<file path="src/rtl/pong_ball_pkg.sv">
// Shared definitions for the Pong ball engine.
//   state_t      : FSM state encoding (IDLE=0, SERVE=1, PLAY=2, SCORE=3)
//   DIR_*        : direction bit encoding (1 = right / down, 0 = left / up)
//   centre_of()  : centre cell of a grid axis, used to derive the serve position
package pong_ball_pkg;

    typedef enum logic [1:0] {
        ST_IDLE  = 2'd0,
        ST_SERVE = 2'd1,
        ST_PLAY  = 2'd2,
        ST_SCORE = 2'd3
    } state_t;

    localparam logic DIR_RIGHT = 1'b1;
    localparam logic DIR_LEFT  = 1'b0;
    localparam logic DIR_DOWN  = 1'b1;
    localparam logic DIR_UP    = 1'b0;

    function automatic int centre_of(input int extent);
        return extent / 2;
    endfunction

endpackage

</file>
<file path="src/rtl/pong_tick_gen.sv">
// Programmable-period step timer for the ball.
//   clk    : clock
//   rst    : synchronous reset, active-high
//   enable : counter runs while high, held at zero while low
//   period : clocks per tick (counts 0..period-1)
//   tick   : high for the one cycle in which the counter sits at period-1
module pong_tick_gen #(
    parameter int c_PERIOD_W = 21
) (
    input  logic                  clk,
    input  logic                  rst,
    input  logic                  enable,
    input  logic [c_PERIOD_W-1:0] period,
    output logic                  tick
);

    localparam logic [c_PERIOD_W-1:0] c_ONE = c_PERIOD_W'(1);

    logic [c_PERIOD_W-1:0] cnt_q;
    logic [c_PERIOD_W-1:0] cnt_d;

    always_comb begin
        // '>=' rather than '==' so a period that shrinks below the current
        // count can never strand the counter past its terminal value.
        tick  = enable && (cnt_q >= (period - c_ONE));
        cnt_d = '0;
        if (enable && !tick) begin
            cnt_d = cnt_q + c_ONE;
        end
    end

    always_ff @(posedge clk) begin
        if (rst) begin
            cnt_q <= '0;
        end else begin
            cnt_q <= cnt_d;
        end
    end

endmodule

</file>
<file path="src/rtl/pong_ball_engine.sv">
// Pong ball controller: moves the ball on the divided grid, bounces off walls
// and paddles, detects misses and sequences serve / play / score.
//   i_Clk, i_Rst                 : clock, synchronous active-high reset
//   i_Game_Active                : 0 forces IDLE, 1 lets a serve start
//   i_Paddle_Y_P1/P2             : paddle top rows (sampled on PLAY ticks only)
//   i_Col_Count_Div/Row_Count_Div: current pixel position in grid units
//   o_Draw_Ball                  : pixel is on the ball cell (1 clock latency)
//   o_Ball_X/Y                   : ball cell
//   o_P1/P2_Score_Pulse          : one-cycle score strobes
//   o_State                      : FSM state
module pong_ball_engine
    import pong_ball_pkg::*;
#(
    parameter int c_GAME_WIDTH    = 40,
    parameter int c_GAME_HEIGHT   = 30,
    parameter int c_COORD_W       = 6,
    parameter int c_PADDLE_HEIGHT = 6,
    parameter int c_SPEED_INIT    = 1250000,
    parameter int c_SPEED_MIN     = 250000,
    parameter int c_SPEED_STEP    = 62500,
    parameter int c_SERVE_TICKS   = 20
) (
    input  logic                 i_Clk,
    input  logic                 i_Rst,
    input  logic                 i_Game_Active,
    input  logic [c_COORD_W-1:0] i_Paddle_Y_P1,
    input  logic [c_COORD_W-1:0] i_Paddle_Y_P2,
    input  logic [c_COORD_W-1:0] i_Col_Count_Div,
    input  logic [c_COORD_W-1:0] i_Row_Count_Div,
    output logic                 o_Draw_Ball,
    output logic [c_COORD_W-1:0] o_Ball_X,
    output logic [c_COORD_W-1:0] o_Ball_Y,
    output logic                 o_P1_Score_Pulse,
    output logic                 o_P2_Score_Pulse,
    output logic [1:0]           o_State
);

    localparam int c_PERIOD_W = $clog2(c_SPEED_INIT + 1);
    localparam int c_WAIT_W   = (c_SERVE_TICKS > 1) ? $clog2(c_SERVE_TICKS) : 1;

    localparam logic [c_COORD_W-1:0] c_ONE       = c_COORD_W'(1);
    localparam logic [c_COORD_W-1:0] c_CENTRE_X  = c_COORD_W'(centre_of(c_GAME_WIDTH));
    localparam logic [c_COORD_W-1:0] c_CENTRE_Y  = c_COORD_W'(centre_of(c_GAME_HEIGHT));
    localparam logic [c_COORD_W-1:0] c_Y_BOTTOM  = c_COORD_W'(c_GAME_HEIGHT - 1);
    localparam logic [c_COORD_W-1:0] c_X_P1_FACE = c_COORD_W'(1);
    localparam logic [c_COORD_W-1:0] c_X_P1_BNC  = c_COORD_W'(2);
    localparam logic [c_COORD_W-1:0] c_X_P2_FACE = c_COORD_W'(c_GAME_WIDTH - 2);
    localparam logic [c_COORD_W-1:0] c_X_P2_BNC  = c_COORD_W'(c_GAME_WIDTH - 3);
    localparam logic [c_COORD_W-1:0] c_X_P2_GOAL = c_COORD_W'(c_GAME_WIDTH - 1);
    localparam logic [c_COORD_W:0]   c_PAD_SPAN  = (c_COORD_W+1)'(c_PADDLE_HEIGHT - 1);

    localparam logic [c_PERIOD_W-1:0] c_PERIOD_INIT = c_PERIOD_W'(c_SPEED_INIT);
    localparam logic [c_PERIOD_W-1:0] c_PERIOD_MIN  = c_PERIOD_W'(c_SPEED_MIN);
    localparam logic [c_PERIOD_W-1:0] c_PERIOD_STEP = c_PERIOD_W'(c_SPEED_STEP);
    localparam logic [c_PERIOD_W:0]   c_DEC_FLOOR   = (c_PERIOD_W+1)'(c_SPEED_MIN + c_SPEED_STEP);
    localparam logic [c_WAIT_W-1:0]   c_WAIT_LAST   = c_WAIT_W'(c_SERVE_TICKS - 1);
    localparam logic [c_WAIT_W-1:0]   c_WAIT_ONE    = c_WAIT_W'(1);

    state_t                state_q, state_d;
    logic [c_COORD_W-1:0]  x_q, x_d, y_q, y_d;
    logic                  dx_q, dx_d, dy_q, dy_d;
    logic [c_PERIOD_W-1:0] period_q, period_d;
    logic [c_WAIT_W-1:0]   wait_q, wait_d;
    logic                  p1_pulse_q, p1_pulse_d, p2_pulse_q, p2_pulse_d;
    logic                  draw_q, draw_d;

    logic                  tick, tick_en;
    logic [c_COORD_W:0]    y_ext, p1_top, p1_bot, p2_top, p2_bot;
    logic                  p1_hit, p2_hit;
    logic [c_PERIOD_W-1:0] period_fast;

    // Gating with i_Game_Active clears the counter on the same edge the FSM
    // drops to IDLE, so an abort leaves the timer exactly as reset would.
    assign tick_en = (state_q != ST_IDLE) && i_Game_Active;

    pong_tick_gen #(
        .c_PERIOD_W (c_PERIOD_W)
    ) u_tick_gen (
        .clk    (i_Clk),
        .rst    (i_Rst),
        .enable (tick_en),
        .period (period_q),
        .tick   (tick)
    );

    // Paddle window compared one bit wider so a paddle near the top of the
    // coordinate range cannot wrap its bottom edge back to row 0.
    assign y_ext  = {1'b0, y_q};
    assign p1_top = {1'b0, i_Paddle_Y_P1};
    assign p2_top = {1'b0, i_Paddle_Y_P2};
    assign p1_bot = p1_top + c_PAD_SPAN;
    assign p2_bot = p2_top + c_PAD_SPAN;
    assign p1_hit = (p1_top <= y_ext) && (y_ext <= p1_bot);
    assign p2_hit = (p2_top <= y_ext) && (y_ext <= p2_bot);

    assign period_fast = ({1'b0, period_q} >= c_DEC_FLOOR) ? (period_q - c_PERIOD_STEP)
                                                           : c_PERIOD_MIN;

    always_comb begin
        state_d    = state_q;
        x_d        = x_q;
        y_d        = y_q;
        dx_d       = dx_q;
        dy_d       = dy_q;
        period_d   = period_q;
        wait_d     = wait_q;
        p1_pulse_d = 1'b0;
        p2_pulse_d = 1'b0;
        draw_d     = (i_Col_Count_Div == x_q) && (i_Row_Count_Div == y_q);

        if (!i_Game_Active) begin
            state_d  = ST_IDLE;
            x_d      = c_CENTRE_X;
            y_d      = c_CENTRE_Y;
            dx_d     = DIR_RIGHT;
            dy_d     = DIR_DOWN;
            period_d = c_PERIOD_INIT;
            wait_d   = '0;
        end else begin
            case (state_q)
                ST_IDLE: begin
                    state_d = ST_SERVE;
                end
                ST_SERVE: begin
                    // dx is left untouched: it still points at the player who
                    // lost the last point (or right after reset).
                    x_d      = c_CENTRE_X;
                    y_d      = c_CENTRE_Y;
                    period_d = c_PERIOD_INIT;
                    if (tick) begin
                        if (wait_q == c_WAIT_LAST) begin
                            wait_d  = '0;
                            state_d = ST_PLAY;
                        end else begin
                            wait_d = wait_q + c_WAIT_ONE;
                        end
                    end
                end
                ST_PLAY: begin
                    if (tick) begin
                        if (dy_q == DIR_DOWN && y_q == c_Y_BOTTOM) begin
                            dy_d = DIR_UP;
                            y_d  = y_q - c_ONE;
                        end else if (dy_q == DIR_UP && y_q == '0) begin
                            dy_d = DIR_DOWN;
                            y_d  = y_q + c_ONE;
                        end else if (dy_q == DIR_DOWN) begin
                            y_d = y_q + c_ONE;
                        end else begin
                            y_d = y_q - c_ONE;
                        end

                        if (dx_q == DIR_LEFT && x_q == c_X_P1_FACE) begin
                            if (p1_hit) begin
                                dx_d     = DIR_RIGHT;
                                x_d      = c_X_P1_BNC;
                                period_d = period_fast;
                            end else begin
                                x_d        = '0;
                                p2_pulse_d = 1'b1;
                                state_d    = ST_SCORE;
                            end
                        end else if (dx_q == DIR_RIGHT && x_q == c_X_P2_FACE) begin
                            if (p2_hit) begin
                                dx_d     = DIR_LEFT;
                                x_d      = c_X_P2_BNC;
                                period_d = period_fast;
                            end else begin
                                x_d        = c_X_P2_GOAL;
                                p1_pulse_d = 1'b1;
                                state_d    = ST_SCORE;
                            end
                        end else if (dx_q == DIR_RIGHT) begin
                            x_d = x_q + c_ONE;
                        end else begin
                            x_d = x_q - c_ONE;
                        end
                    end
                end
                ST_SCORE: begin
                    if (tick) begin
                        if (wait_q == c_WAIT_LAST) begin
                            wait_d   = '0;
                            x_d      = c_CENTRE_X;
                            y_d      = c_CENTRE_Y;
                            period_d = c_PERIOD_INIT;
                            state_d  = ST_SERVE;
                        end else begin
                            wait_d = wait_q + c_WAIT_ONE;
                        end
                    end
                end
                default: state_d = ST_IDLE;
            endcase
        end
    end

    always_ff @(posedge i_Clk) begin
        if (i_Rst) begin
            state_q    <= ST_IDLE;
            x_q        <= c_CENTRE_X;
            y_q        <= c_CENTRE_Y;
            dx_q       <= DIR_RIGHT;
            dy_q       <= DIR_DOWN;
            period_q   <= c_PERIOD_INIT;
            wait_q     <= '0;
            p1_pulse_q <= 1'b0;
            p2_pulse_q <= 1'b0;
            draw_q     <= 1'b0;
        end else begin
            state_q    <= state_d;
            x_q        <= x_d;
            y_q        <= y_d;
            dx_q       <= dx_d;
            dy_q       <= dy_d;
            period_q   <= period_d;
            wait_q     <= wait_d;
            p1_pulse_q <= p1_pulse_d;
            p2_pulse_q <= p2_pulse_d;
            draw_q     <= draw_d;
        end
    end

    assign o_Draw_Ball      = draw_q;
    assign o_Ball_X         = x_q;
    assign o_Ball_Y         = y_q;
    assign o_P1_Score_Pulse = p1_pulse_q;
    assign o_P2_Score_Pulse = p2_pulse_q;
    assign o_State          = state_q;

endmodule

</file>
<file path="config.mk">
export PLATFORM = sky130hd
export DESIGN_NAME = pong_ball_engine
export DESIGN_NICKNAME = d
export VERILOG_FILES = /design/src/rtl/pong_ball_pkg.sv /design/src/rtl/pong_tick_gen.sv /design/src/rtl/pong_ball_engine.sv
export SDC_FILE = /design/constraint.sdc
export NUM_CORES = 1
export LEC_CHECK = 0
export CAP_MARGIN = 10
export CORE_ASPECT_RATIO = 1.4
export CORE_MARGIN = 5
export CORE_UTILIZATION = 46
export CTS_BUF_LIST = sky130_fd_sc_hd__clkbuf_2 sky130_fd_sc_hd__clkbuf_4 sky130_fd_sc_hd__clkbuf_8
export CTS_CLUSTER_DIAMETER = 60
export CTS_CLUSTER_SIZE = 20
export DETAILED_ROUTE_END_ITERATION = 6
export DONT_BUFFER_PORTS = 1
export SETUP_SLACK_MARGIN = 0.05
export SYNTH_ARGS = -nofsm -noshare
export SYNTH_HDL_FRONTEND = slang
export SYNTH_SLANG_ARGS = --single-unit
</file>
<file path="constraint.sdc">
create_clock -name i_Clk -period 5.95 [get_ports i_Clk]
set_input_delay 0.2975 -clock i_Clk [delete_from_list [all_inputs] [get_ports i_Clk]]
set_output_delay 0.2975 -clock i_Clk [all_outputs]
set_load 0.05 [all_outputs]
</file>
# == Word level (Yosys, flattened, before mapping) ==
# Index checks and enable logic that the tools add are counted.
# word_totals
register_bits,66
input_bits,27
out_inout_bits,17
word_cells,128
# op_classes
addsub,10
magnitude_cmp,6
eq_ne,20
mux,44
bitwise_logic,8
n_reduce_logical,29
# op_table
cell,count
two-way mux 21 bit,8
two-way mux 6 bit,12
case mux 21 bit (3 select lines),1
case mux 6 bit (3 select lines),2
two-way mux 2 bit,11
"adder 21 x 1 -> 21 bit, second input constant",1
"greater-or-equal comparator 21 x 19 -> 1 bit, second input constant",1
greater-or-equal comparator 21 bit,1
"subtractor 21 x 1 -> 21 bit, second input constant",1
"subtractor 21 x 16 -> 21 bit, second input constant",1
"!= test 3 bit, second input constant",5
"adder 6 x 3 -> 7 bit, second input constant",2
less-or-equal comparator 6 x 7 -> 1 bit,2
"adder 6 x 1 -> 6 bit, second input constant",2
equality test 6 bit,2
less-or-equal comparator 6 bit,2
"!= test 2 bit, second input constant",6
"subtractor 6 x 1 -> 6 bit, second input constant",2
logical AND 1 bit,10
two-way mux 1 bit,8
inverter 1 bit,8
case mux 2 bit (4 select lines),1
AND reduction 8 bit,1
nonzero test 2 bit,4
other kinds (20),23

# == Logic depth before layout (Yosys ltp) ==
# logic_depth
depth_word,8
mapped_depth,18
ltp_nobuf,16

# == By module ==
# A second synthesis with hierarchy kept.
# hier_totals
hier_cells,646
area_unflattened_um2,5257.5
# modules_own_cells
mod,instances,cells_per_inst,area_each_um2,seq_area_each_um2
pong_ball_engine,1,442,3528.4,860.8
pong_tick_gen,1,204,1729.2,420.4

# == Worst setup path before layout ==
# OpenSTA, ideal clock, no wires.
# synth_timing
path_kind,register to register
from,reg period_q[6]
to,reg period_q[19]
setup_ns,0.134
t_arrival_ns,3.992
required_ns,5.816
path_slack_ns,1.824
stages_incl_launch_ff,19
n_path_buf,3
synth_period_minus_slack_ns,4.126
cell_sequence,dfxtp_1 -> clkbuf_1 -> or4_1 -> nor2_1 -> nand2_1 -> nor3_1 -> nand2b_1 -> nor4_1 -> xnor2_1 -> ha_1 -> and3_1 -> nand4_1 -> o31ai_1 -> nor2_1 -> a31o_2 -> clkbuf_1 -> clkbuf_1 -> o311ai_0 -> o31ai_1
# synth_via
elab_chain_len,7
elab_cells_between_ends,15
cone_classes,add/sub (2); order compare (2); eq/ne (2); mux (7); reduce/logical (2)
# synth_lines
item,line_no,text
start: declaration,pong_ball_engine.sv:62,"logic [c_PERIOD_W-1:0] period_q, period_d;"
start signal: assignment,pong_ball_engine.sv:205,period_q <= c_PERIOD_INIT;
start signal: assignment,pong_ball_engine.sv:216,period_q <= period_d;
"parallel branches: the longest is 7 deep, another holds subtractor 21 x 1 -> 21 bit",-,
# Several ways; the timed one is not identified. The select of a mux whose other input is x is not followed.
# A chain may end at the register's enable or synchronous reset.

# == Worst setup path after layout ==
# layout_timing
from,reg period_q[6]
to,reg period_q[17]
# Same word-level chain as after synthesis.

==> metrics.txt <==
outcome=completed; CP Class=flip-flop to flip-flop; Crit path largest cell delay=~580 ps; Filler Cells Inserted=~1,100; Post-synth EDFFs=0; IO Pins=44; n_diodes=0; RSZ-0062 raised after global routing=false; number of cell rows=between 40 and 50; critical path fanouts, max=14; Die Footprint=between 10,000 and 15,000 um^2; H-tree levels=3; post-synthesis register bit count=between 60 and 70; antenna violations before repair=0; Post-Route WL=between 10 and 15 mm; post_cts resized=0; HPWL Detailed=11.25 mm; CP Capture Type=flip-flop; Post-route DRC=0; power density over the cells=around 180 nW/um^2; clk sinks=64; Final ANT Viol Nets=0; sequential share of the synthesized area=approximately 24%; Core ar.=about 11,000 um^2; Top cell by count, worst path=or4_1; nets=738; maximum VDD drop=about 0.00011 V; CTS max path bufs=2; Critical Path Source Type=flip-flop; Crit path buffers/inverters=1; Clock Latency Late Sink=340 ps; Ys Warns=0; # Max-Cap Violations=0; vias in the first global route=between 4,000 and 5,000; DR vias=slightly below 5,000; P&R area growth vs syn=6.423%; CTS Buf Count=9; CTS tree=built; post-synth cell types=66; CTS root buf=clkbuf_8; Worst-path clk slew=about 80 ps; global route overflow=0; Worst Path Arrival=4960 ps; overall die height=136.3 um; largest net degree at the start of global routing=26; setup_tns=0 ps; final core utilization=49.69%; Syn Nets=between 700 and 800; Slowest cell on crit path=or4_1; hold-fix buffer count after cts=0; Pre-antenna DRT Iters=5; GP Congestion=around 0.89; layout cell share with drive strength beyond 1=under 10%; DR WL/cell=18.19 um; final hold violations=0; Synth Instances=approximately 660; CP Cell Sequence=or4_1, nor2_1, nand2_1, nor3_1, nand2b_1, nor4_1, xnor2_1, ha_1, and3_1, nand4_1, o31ai_1, or2_2, o21ai_0, buf_4, or4_1, o31a_1; Tightest Pin Transition=slightly below 1000 ps; Final setup viols=0; clock skew=roughly 11 ps; HP Class=primary input to flip-flop; Cell Count, Final, Fillers Out=slightly below 800; Lkg Pwr=between 2 and 2.5 nW; initial core utilization=between 40 and 50%; Post-Syn Area per Cell=between 7 and 8 um^2; fmax=about 210 MHz; total power=0.9974 mW; number of vias per cell=approximately 6.1; Cell Area, Synth=between 5000 and 6000 um^2; I/O Buffers=0; Critical Path RT=~6200 ps; asr flop ratio synth=0%; first-pass GRT wire length=approximately 24 mm; 1st-iter DRT viols=between 200 and 300; global-route usage over all layers=about 22%; CP delay by family, top=simple AND/OR/NAND/NOR gates; Period Utilization, post-route=about four fifths; Post-Place Cells=781; die width=approximately 100 um; final number of max-transition violations=0; ys flop type=dfxtp_1; # Post-CTS Setup Buffers=0; Max-slew headroom=34.94%; min cycle time layout=approximately 4700 ps
## power breakdown
group / switching (mW) / total [mW] / internal [mW] / leakage (nW)
registers: 0.00905 / 0.439 / 0.430 / 0.516
logic: 0.0774 / 0.123 / 0.0455 / 1.44
clock network: 0.174 / 0.435 / 0.261 / 0.116
total: 0.261 / 0.997 / 0.737 / 2.07
## cells by family (layout without fill, tap and decap cells)
group / after synthesis / in the layout / synth area share, %
multiplexers: 4 / 4 / 0.7641
buffers and inverters: 57 / 50 / 4.513
XOR/XNOR: 58 / 58 / 9.694
adder cells (fa/ha/maj): 63 / 63 / 15.04
AND/OR/NAND/NOR: 253 / 253 / 24.69
AO/OA/AOI/OAI: 160 / 160 / 20.85
flip-flops: 64 / 64 / 24.45
## Yosys cell counts, types with 5 or more instances
library cell  number  area [um^2]
o31ai_1           16        120.1
nor2_1            59        221.5
nand4_1           15        93.84
a21oi_1           37        185.2
and3_1            12        75.07
a211oi_1           6        45.04
inv_1             25        93.84
nor4_1            12        75.07
nand2_1           51        191.4
dfxtp_1           64         1281
a21o_1            11        82.58
nor3_1            23        115.1
nand2b_1           7        43.79
xnor2_1           29        254.0
a31oi_1            9        56.30
or4_1              8        60.06
a31o_2             5        43.79
nor2b_1            5        31.28
nand3b_1           6        45.04
xor2_1            29        254.0
o211ai_1           8        60.06
o21ai_0           28        140.1
ha_1              63        788.3
nand3_1           29        145.1
or3_1              6        37.54
clkbuf_1          26        97.59
## layout make-up
type	count	area (um^2)	share of cell area (%)
inverter	25	93.84	1.683
clock inverter	3	65.06	1.167
sequential	64	1281	22.98
multi-input combinational	538	3722	66.75
clock buffer	12	158.9	2.849
tap	144	180.2	3.231
timing repair buffer	10	75.07	1.346
## layout by cell type, fill, tap and decap left out, types with 4 or more instances in the layout
master    netlist  final
nand4_1        15     15
nand2_1        51     51
a21oi_1        37     37
or3_1           6      6
inv_1          25     25
a31o_2          5      5
nand3_1        29     29
xor2_1         29     29
nand3b_1        6      6
xnor2_1        29     29
clkbuf_8        0     11
o21ai_0        28     28
a31oi_1         9      9
and2_1          4      4
a211oi_1        6      6
o211ai_1        8      8
or4_1           8      8
mux2i_1         4      4
nor4_1         12     12
nor2_1         59     59
o221a_2         4      4
nor3_1         23     23
o31ai_1        16     16
nand2b_1        7      7
ha_1           63     63
dfxtp_1        64     64
a21o_1         11     11
and3_1         12     12
buf_4           1     10
nor2b_1         5      5
## per-stage QoR
| step | hold WS (ps) | worst slack [ps] | instance area [um^2] |
|---|---|---|---|
| 3_3_place_gp | 380.2 | 1462 | 5353 |
| 3_5_place_dp | 379.0 | 1296 | 5353 |
| 5_1_grt | 10.76 | 942.4 | 5577 |
| 6_report | 27.07 | 1223 | 5577 |
| 4_1_cts | 8.812 | 1274 | 5577 |
| 2_1_floorplan | 374.7 | 1824 | 5240 |
## worst register-to-register path: cells and delay by family (launching register included)
kind,cells,cell delay [ps]
buf+inv,1,200
xor+xnor,1,130
simple gates,10,2700
fa+ha+maj,1,310
flops,1,430
compound gates,3,850
## state kept, by name, summed over array words and instances (netlist names)
register / count
o_P2_Score_Pulse: 1
o_P1_Score_Pulse: 1
o_Ball_X: 6
o_State: 2
period_q: 19
o_Draw_Ball: 1
u_tick_gen.cnt_q: 21
dy_q: 1
o_Ball_Y: 6
dx_q: 1
wait_q: 5
## path summary, 6_finish.rpt
| kind | startpoint | cells after the start | slack, ps | to |
|---|---|---|---|---|
| min reg2reg | u_tick_gen.cnt_q[0]$_SDFF_PP0_ | 1 | 460 | u_tick_gen.cnt_q[0]$_SDFF_PP0_ |
| max reg2reg | period_q[6]$_SDFFE_PP1P_ | 16 | 1220 | period_q[17]$_SDFFE_PP1P_ |
| min | i_Rst | 1 | 30 | o_Draw_Ball$_SDFF_PP0_ |
| max | period_q[6]$_SDFFE_PP1P_ | 16 | 1220 | period_q[17]$_SDFFE_PP1P_ |
## layer usage
layer  vias to the layer above  global-route usage [%]  wire, um  share of wire [%]
li1                       2396                       -         -                  -
met1                      2314                   22.25      5396                 37
met2                       124                   42.29      7980                 55
met3                        29                   3.850       656                4.5
met4                         0                   9.588       447                3.1
met5                         -                       0         0                  0
(Power assumes the default switching activity.)
